**src/rtl/ibexc_rvfi_trace_fifo.sv**
```systemverilog
// Retirement-trace FIFO: packs each RVFI retirement into a 153-bit record and streams it to a trace sink.
// Overflow drops records, counts them, and tags the next accepted record with a gap bit.
module ibexc_rvfi_trace_fifo #(
    parameter int Depth = 16,
    parameter int CntW  = 16
) (
    input  logic                       clk_i,
    input  logic                       rst_i,
    input  logic                       trace_en_i,
    input  logic                       flush_i,
    input  logic                       clr_lost_i,
    input  logic                       rvfi_valid_i,
    input  logic [63:0]                rvfi_order_i,
    input  logic                       rvfi_trap_i,
    input  logic [31:0]                rvfi_pc_rdata_i,
    input  logic [31:0]                rvfi_insn_i,
    input  logic [4:0]                 rvfi_rd_addr_i,
    input  logic [31:0]                rvfi_rd_wdata_i,
    input  logic [31:0]                rvfi_mem_addr_i,
    input  logic [3:0]                 rvfi_mem_rmask_i,
    input  logic [3:0]                 rvfi_mem_wmask_i,
    output logic                       trace_valid_o,
    input  logic                       trace_ready_i,
    output logic [152:0]               trace_rec_o,
    output logic [$clog2(Depth+1)-1:0] level_o,
    output logic                       trace_lost_o,
    output logic [CntW-1:0]            lost_cnt_o
);
    localparam int PtrW = $clog2(Depth);
    localparam int LvlW = $clog2(Depth + 1);

    logic [152:0]    mem_q [Depth];
    logic [PtrW-1:0] rd_ptr_q, rd_ptr_d;
    logic [PtrW-1:0] wr_ptr_q, wr_ptr_d;
    logic [LvlW-1:0] level_q, level_d;
    logic            gap_q, gap_d;
    logic [CntW-1:0] lost_q, lost_d;

    logic         cap, pop, push, drop, full;
    logic [152:0] rec_new;
    logic         unused_order;

    assign unused_order = ^rvfi_order_i[63:16];

    // Stream handshake: a record transfers on any cycle where trace_valid_o and trace_ready_i
    // are both high; the head record holds steady while valid is high and ready is low.
    assign full = (level_q == LvlW'(Depth));
    assign cap  = trace_en_i & rvfi_valid_i & ~flush_i;
    assign pop  = trace_valid_o & trace_ready_i & ~flush_i;
    assign push = cap & (~full | pop);
    assign drop = cap & ~push;

    assign rec_new = {gap_q,
                      rvfi_trap_i,
                      rvfi_rd_addr_i,
                      |rvfi_mem_wmask_i,
                      |rvfi_mem_rmask_i,
                      rvfi_order_i[15:0],
                      rvfi_pc_rdata_i,
                      rvfi_insn_i,
                      (rvfi_rd_addr_i == 5'd0) ? 32'd0 : rvfi_rd_wdata_i,
                      ((rvfi_mem_rmask_i | rvfi_mem_wmask_i) == 4'd0) ? 32'd0 : rvfi_mem_addr_i};

    always_comb begin
        rd_ptr_d = rd_ptr_q;
        wr_ptr_d = wr_ptr_q;
        level_d  = level_q;
        gap_d    = gap_q;
        lost_d   = lost_q;
        if (flush_i) begin
            rd_ptr_d = '0;
            wr_ptr_d = '0;
            level_d  = '0;
            gap_d    = 1'b0;
        end else begin
            if (pop)  rd_ptr_d = rd_ptr_q + PtrW'(1);
            if (push) wr_ptr_d = wr_ptr_q + PtrW'(1);
            if (push && !pop)      level_d = level_q + LvlW'(1);
            else if (pop && !push) level_d = level_q - LvlW'(1);
            if (push) gap_d = 1'b0;
            if (drop) gap_d = 1'b1;
        end
        // A clear that coincides with a drop still accounts for that drop.
        if (clr_lost_i)                  lost_d = drop ? CntW'(1) : '0;
        else if (drop && lost_q != '1)   lost_d = lost_q + CntW'(1);
    end

    always_ff @(posedge clk_i) begin
        if (rst_i) begin
            rd_ptr_q <= '0;
            wr_ptr_q <= '0;
            level_q  <= '0;
            gap_q    <= 1'b0;
            lost_q   <= '0;
        end else begin
            rd_ptr_q <= rd_ptr_d;
            wr_ptr_q <= wr_ptr_d;
            level_q  <= level_d;
            gap_q    <= gap_d;
            lost_q   <= lost_d;
        end
    end

    always_ff @(posedge clk_i) begin
        if (push) mem_q[wr_ptr_q] <= rec_new;
    end

    // Stale storage is masked so an empty FIFO always presents an all-zero record.
    assign trace_valid_o = (level_q != '0);
    assign trace_rec_o   = trace_valid_o ? mem_q[rd_ptr_q] : '0;
    assign level_o       = level_q;
    assign lost_cnt_o    = lost_q;
    assign trace_lost_o  = |lost_q;
endmodule
```
**config.mk**
```make
export PLATFORM = sky130hd
export DESIGN_NAME = ibexc_rvfi_trace_fifo
export DESIGN_NICKNAME = d
export VERILOG_FILES = /design/src/rtl/ibexc_rvfi_trace_fifo.sv
export SDC_FILE = /design/constraint.sdc
export NUM_CORES = 2
export LEC_CHECK = 0
export BUFFER_PORTS_ARGS = -buffer_cell sky130_fd_sc_hd__buf_2
export CORE_ASPECT_RATIO = 0.6
export CORE_UTILIZATION = 65
export CTS_CLUSTER_SIZE = 14
export DETAILED_ROUTE_END_ITERATION = 7
export PLACE_DENSITY = 0.9
export RECOVER_POWER = 50
export SLEW_MARGIN = 30
export SYNTH_ARGS = -nofsm -noshare
export SYNTH_HDL_FRONTEND = slang
export SYNTH_SLANG_ARGS = --single-unit
```
**constraint.sdc**
```tcl
create_clock -name clk_i -period 32.1 [get_ports clk_i]
set_input_delay 4.815 -clock clk_i [delete_from_list [all_inputs] [get_ports clk_i]]
set_output_delay 4.815 -clock clk_i [all_outputs]
set_load 0.05 [all_outputs]
```
# ---- After elaboration in Yosys (flattened, before gate mapping)
# Memories as Yosys holds them, arrays and structs flattened. A register that Yosys moved wholly into a read port is not among the register bits.
# Index checks and enable logic that the tools add are counted.
dict set report totals {
  register_bits 30
  ram_bits 2448
  inputBits 213
  n_memories 1
}
# name depth width rd rd_ports_with_merged_regs write_ports line_no
set mem_list {}
lappend mem_list {mem_q 16 153 1 1 1 32} ;# logic [152:0] mem_q [Depth];
dict set report op_classes {
  addsub 5
  eq_ne 2
  muxes 14
  bitwise 11
  reduce_logical 15
}
# cell n
set ops {}
lappend ops {{$mux 153} 1}
lappend ops {{$mux 32} 2}
lappend ops {{$mux 16} 2}
lappend ops {{$add 16x1->16 const B} 1}
lappend ops {{$ne 16x16->1 const B} 1}
lappend ops {{$reduce_or 16->1} 1}
lappend ops {{$mux 5} 2}
lappend ops {{$add 4x1->4 const B} 2}
lappend ops {{$mux 4} 2}
lappend ops {{$reduce_or 4->1} 2}
lappend ops {{$and 1x1->1} 6}
lappend ops {{$reduce_bool 2->1} 3}
lappend ops {{$add 5x1->5 const B} 1}
lappend ops {{$eq 5x5->1 const B} 1}
lappend ops {{$logic_not 5->1} 1}
lappend ops {{$mux 1} 5}
lappend ops {{$reduce_bool 5->1} 1}
lappend ops {{$sub 5x1->5 const B} 1}
lappend ops {{$logic_not 4->1} 1}
lappend ops {{$or 4x4->4} 1}
lappend ops {{$logic_and 1x1->1} 3}
lappend ops {{$not 1->1} 3}
lappend ops {{$logic_not 1->1} 2}
lappend ops {{$reduce_or 2->1} 1}
lappend ops {{$or 1x1->1} 1}

# ---- Depth between registers and ports, before layout
dict set report depth {
  ltp_word 10
  depth_mapped 12
  ltp_nobuf 11
}

# ---- Least setup slack after synthesis
# Ideal clock, no wire load.
dict set report synth_path {
  kind {input-to-reg}
  from {input port flush_i}
  to {memory mem_q[3][0], enable pin}
  setup_time_ns 0.853
  arrival_time_ns 15.501
  t_required_ns 31.247
  slack_ns 15.746
  path_stages 3
  n_path_buf 0
  cell_sequence {and3b_1 -> o211ai_1 -> nor3_1}
}
dict set report synth_between {
  elab_chain_cells 6
}
# element line_no
set synth_rtl {}
lappend synth_rtl {{start, declared} 10} ;# input logic flush_i,
lappend synth_rtl {{$not 1->1 *} {48, 49}}
lappend synth_rtl {{$and 1x1->1} 49} ;# assign pop = trace_valid_o & trace_ready_i & ~flush_i;
lappend synth_rtl {{$or 1x1->1} 50} ;# assign push = cap & (~full | pop);
lappend synth_rtl {{$and 1x1->1 *} 50}
lappend synth_rtl {{$mux 1 *} 105} ;# if (push) mem_q[wr_ptr_q] <= rec_new;
lappend synth_rtl {{$mux 1 (implied by the code) *} 105}
lappend synth_rtl {{end, declared} 32}
# Every way passes the cells marked *; elsewhere a longest branch is shown, timed or not.

# ---- Final worst setup path
dict set report layout_path {
  from {input port flush_i}
  to {memory mem_q[8][52], enable pin}
}
# Same word-level chain as after synthesis.

==> reports/qor.txt <==
Cell count after placement: 6694
Status: finished, violations left
Hold depth: 2
Kind of critical path: in -> reg
Final setup fails: 0
Flop pwr share: 57.5%
Final Max Slew Viols: 668
Layout cell share with drive strength beyond 1: 21.97%
Post-layout min period: 11.63 ns
Top cell type's share of synthesized area: 75.99%
Relative slew slack: -249.6%
WP data arrival: 12.08 ns
Largest net degree at the start of global routing: 162
Worst Path Max Fanout: 50
Die width: 500.0 um
Worst path most repeated cell: clkbuf_1
Max stage delay cell, worst path: clkbuf_1
Count of cell types in the netlist: 56
Via Count: 50920
GR Overflow Total: 0
Hold buffers post-CTS: 0
Synthesized area: 96740 um2
CTS tree: done
Core Box Area: 147400 um2
Comb power frac: 4.9%
Max clock buf depth: 3
Reg2reg setup slack: 24.16 ns
Endpoints failing hold: 0
Hold Path Class: reg -> reg
Worst R2R Start: level_o[4]
Final wirelength: 249400 um
DRC: 0
Area contributors post-synth: edfxtp_1 76%, mux4_2 12%, mux2i_1 5.2%, o211ai_1 0.84%, nand2_1 0.73%
Sw Pwr: 1351 uW
Clock Pin Slew Worst Setup and Hold Paths: 0.07 ns
Clk pwr share: 37.6%
Clock Sinks: 2482
Pin slew with the least headroom to its limit: 5.245 ns
Failing checks: max-capacitance violations, max-slew violations
Setup bufs post-CTS: 0
Nets: 5134
Worst Hold Launch: rd_ptr_q[3]
Die area: 150400 um2
Overall routing resource usage: 33.32%
Initial core utilization: 65.62%
Vias in the first global route: 52150
Synth Area per Inst: 21.34 um2
Quantity of gates resized following cts: 0
Sequential area share after synthesis: 76.69%
Chip Height: 300.8 um
Clock Skew: 0.03299 ns
RePlAce Congestion: 0.7752
Pre-antenna DRT Iters: 6
Fill count: 7701
Finished Layout Cells: 7051
CP Cell Sequence: clkbuf_1 > nand3b_1 > a21oi_1 > clkbuf_1 > and3_1 > clkbuf_1 > buf_4
Iter 0 DRT Violations: 7750
RSZ-0062 raised after global routing: false
Hold endpoint: rd_ptr_q[3]
Cell count after synthesis: 4533
Max Cap Violations: 20
R2r endpoint: mem_q[8][52]
Post-synth EDFFs: 2448
Setup TNS: 0 ns
Mean routed wirelength per cell: 35.36 um
Synth async-reset ratio: 0%
Post-Syn Nets: 4758
Yosys reg bits: 2482
Num CTS Buffers: 208
Worst setup SP type: input pin
Peak supply drop: 0.00004828 V
Initial antenna violation count: 34
Via density: 7.221
Fmax: 0.08595 GHz
Tcrit/Tclk final: 36.24%
Worst reg2reg path depth: 6
Int Pwr: 4860 uW
Leak pwr: 0.03377 uW
Pwr per Cell Area: 58.36 nW/um2
Critical Path RT: 32.55 ns
Synth area leader: edfxtp_1
First-pass GRT wire length: 355200 um
I/O Buffers: 340
# rows: 109
Main flop type after synthesis: edfxtp_1
Ys Warns: 0
Top-Level Pins: 389
Switch share: 21.75%
Routed Antenna Nets: 0
Layout area overhead: 10.01%
Clock Latency Late Sink: 0.86 ns
Worst setup EP type: flip-flop
Root Buffer: clkbuf_16
CTS H-tree lvls: 4
Slowest stage delay, CP: 3.73 ns
HPWL after DPL: 122500 um
[through the flow]
stage	hold slack, ns	worst slack (ns)	instance area, um2	utilization, %	power [uW]
6_report	0.5108	20.47	106400	72.19	6211
3_3_place_gp	0.4704	21.35	100500	68.17	3924
3_5_place_dp	0.4749	21.49	100600	68.24	3936
4_1_cts	0.5037	20.48	106500	72.27	6217
5_1_grt	0.5515	20.29	106400	72.18	6338
2_1_floorplan	0.4529	15.75	96740	-	3833
[flip-flops by register name, indices dropped and copies added (netlist names), named ones only]
name / cells
mem_q: 2448
lost_cnt_o: 16
level_o: 5
rd_ptr_q: 4
wr_ptr_q: 4
gap_q: 1
[layer usage]
layer,vias to the layer above,GRT usage [%],part of all wire (%)
met5,-,0,0.068
met4,20,16.05,4.8
met3,811,7.556,13
met2,4544,53.13,49
met1,25870,44.31,34
li1,19680,-,-
[cell usage in the layout, fill, tap and decap left out, types with 4 or more instances in the layout]
master	netlist	final
inv_1	9	9
a31oi_1	4	4
nor2b_1	38	35
nand2_1	187	187
nor3_1	4	5
o32ai_1	78	78
inv_6	0	6
xor2_1	5	5
diode_2	0	18
buf_6	6	10
nand4_1	7	7
clkinv_2	0	10
nor2_1	101	100
or3_1	8	8
ha_1	11	11
buf_12	0	6
or4_1	7	7
buf_16	0	4
nand3_1	15	15
and2_0	0	10
mux4_2	520	520
a21oi_1	10	10
clkbuf_1	124	163
o211ai_1	108	108
mux2i_1	499	499
clkbuf_16	0	211
and3_1	15	15
dfxtp_1	34	31
edfxtp_1	2448	2448
buf_2	88	250
nor4_1	7	7
o22ai_1	74	74
clkinv_1	0	35
and2_1	33	23
buf_4	32	59
[synthesized netlist by cell type (3+ instances only)]
cell type,instances
clkbuf_1,124
buf_4,32
nor2_1,101
a21oi_1,10
edfxtp_1,2448
mux2i_1,499
xnor2_1,3
o32ai_1,78
or2_2,3
inv_1,9
o22ai_1,74
nor2b_1,38
ha_1,11
mux4_2,520
and3_1,15
buf_6,6
nor3_1,4
buf_2,88
or4_1,7
a41o_1,3
buf_1,14
a31oi_1,4
nand3_1,15
and2_1,33
o31ai_1,3
nand2_1,187
nand4_1,7
and4_1,3
dfxtp_1,34
o211ai_1,108
or3_1,8
o41ai_1,3
xor2_1,5
nor4_1,7
[power by group through the flow]
stage          logic [uW]  registers (uW)  clock network, uW
2_1_floorplan         193            3640                  0
3_3_place_gp          286            3640                  0
3_5_place_dp          296            3640                  0
4_1_cts               301            3570               2350
5_1_grt               312            3570               2460
6_report              302            3570               2340
[area by class of cell]
class                           instances  area (um2)  share of cell area [%]
Antenna cell                           18       45.04                 0.04232
Clock buffer                          275        5540                   5.206
Clock inverter                         61       405.4                  0.3809
Inverter                               11       56.30                 0.05291
Multi-Input combinational cell       1776       21260                   19.97
Sequential cell                      2482       74200                   69.72
Tap cell                             1998        2500                   2.349
Timing Repair Buffer                  430        2416                   2.270
[worst max-delay path by stage]
stage                    from              end  slack [ns]  cells past startpoint
floorplan             flush_i      mem_q[3][0]       15.75                      3
finish                flush_i     mem_q[8][52]       20.47                      7
detailed placement  flip-flop  trace_rec_o[45]       21.49                      8
global route        flip-flop  trace_rec_o[72]       20.29                      9
CTS                 flip-flop  trace_rec_o[60]       20.48                      9
global placement    flip-flop  trace_rec_o[60]       21.35                      8
[logic make-up after synthesis]
group	count (synthesis)	share of synthesized area [%]
buf+inv	275	1.352
simple gates	440	2.135
mux	1019	17.27
compound gates	297	2.315
flops	2482	76.69
xor+xnor	8	0.07243
fa+ha+maj	12	0.1630
[critical path, delay by kind of cell]
kind | cells | cell delay (ns)
buffers and inverters | 4 | 5.74
AND/OR/NAND/NOR | 2 | 1.28
AO/OA/AOI/OAI | 1 | 0.15
(Power assumes the default switching activity.)
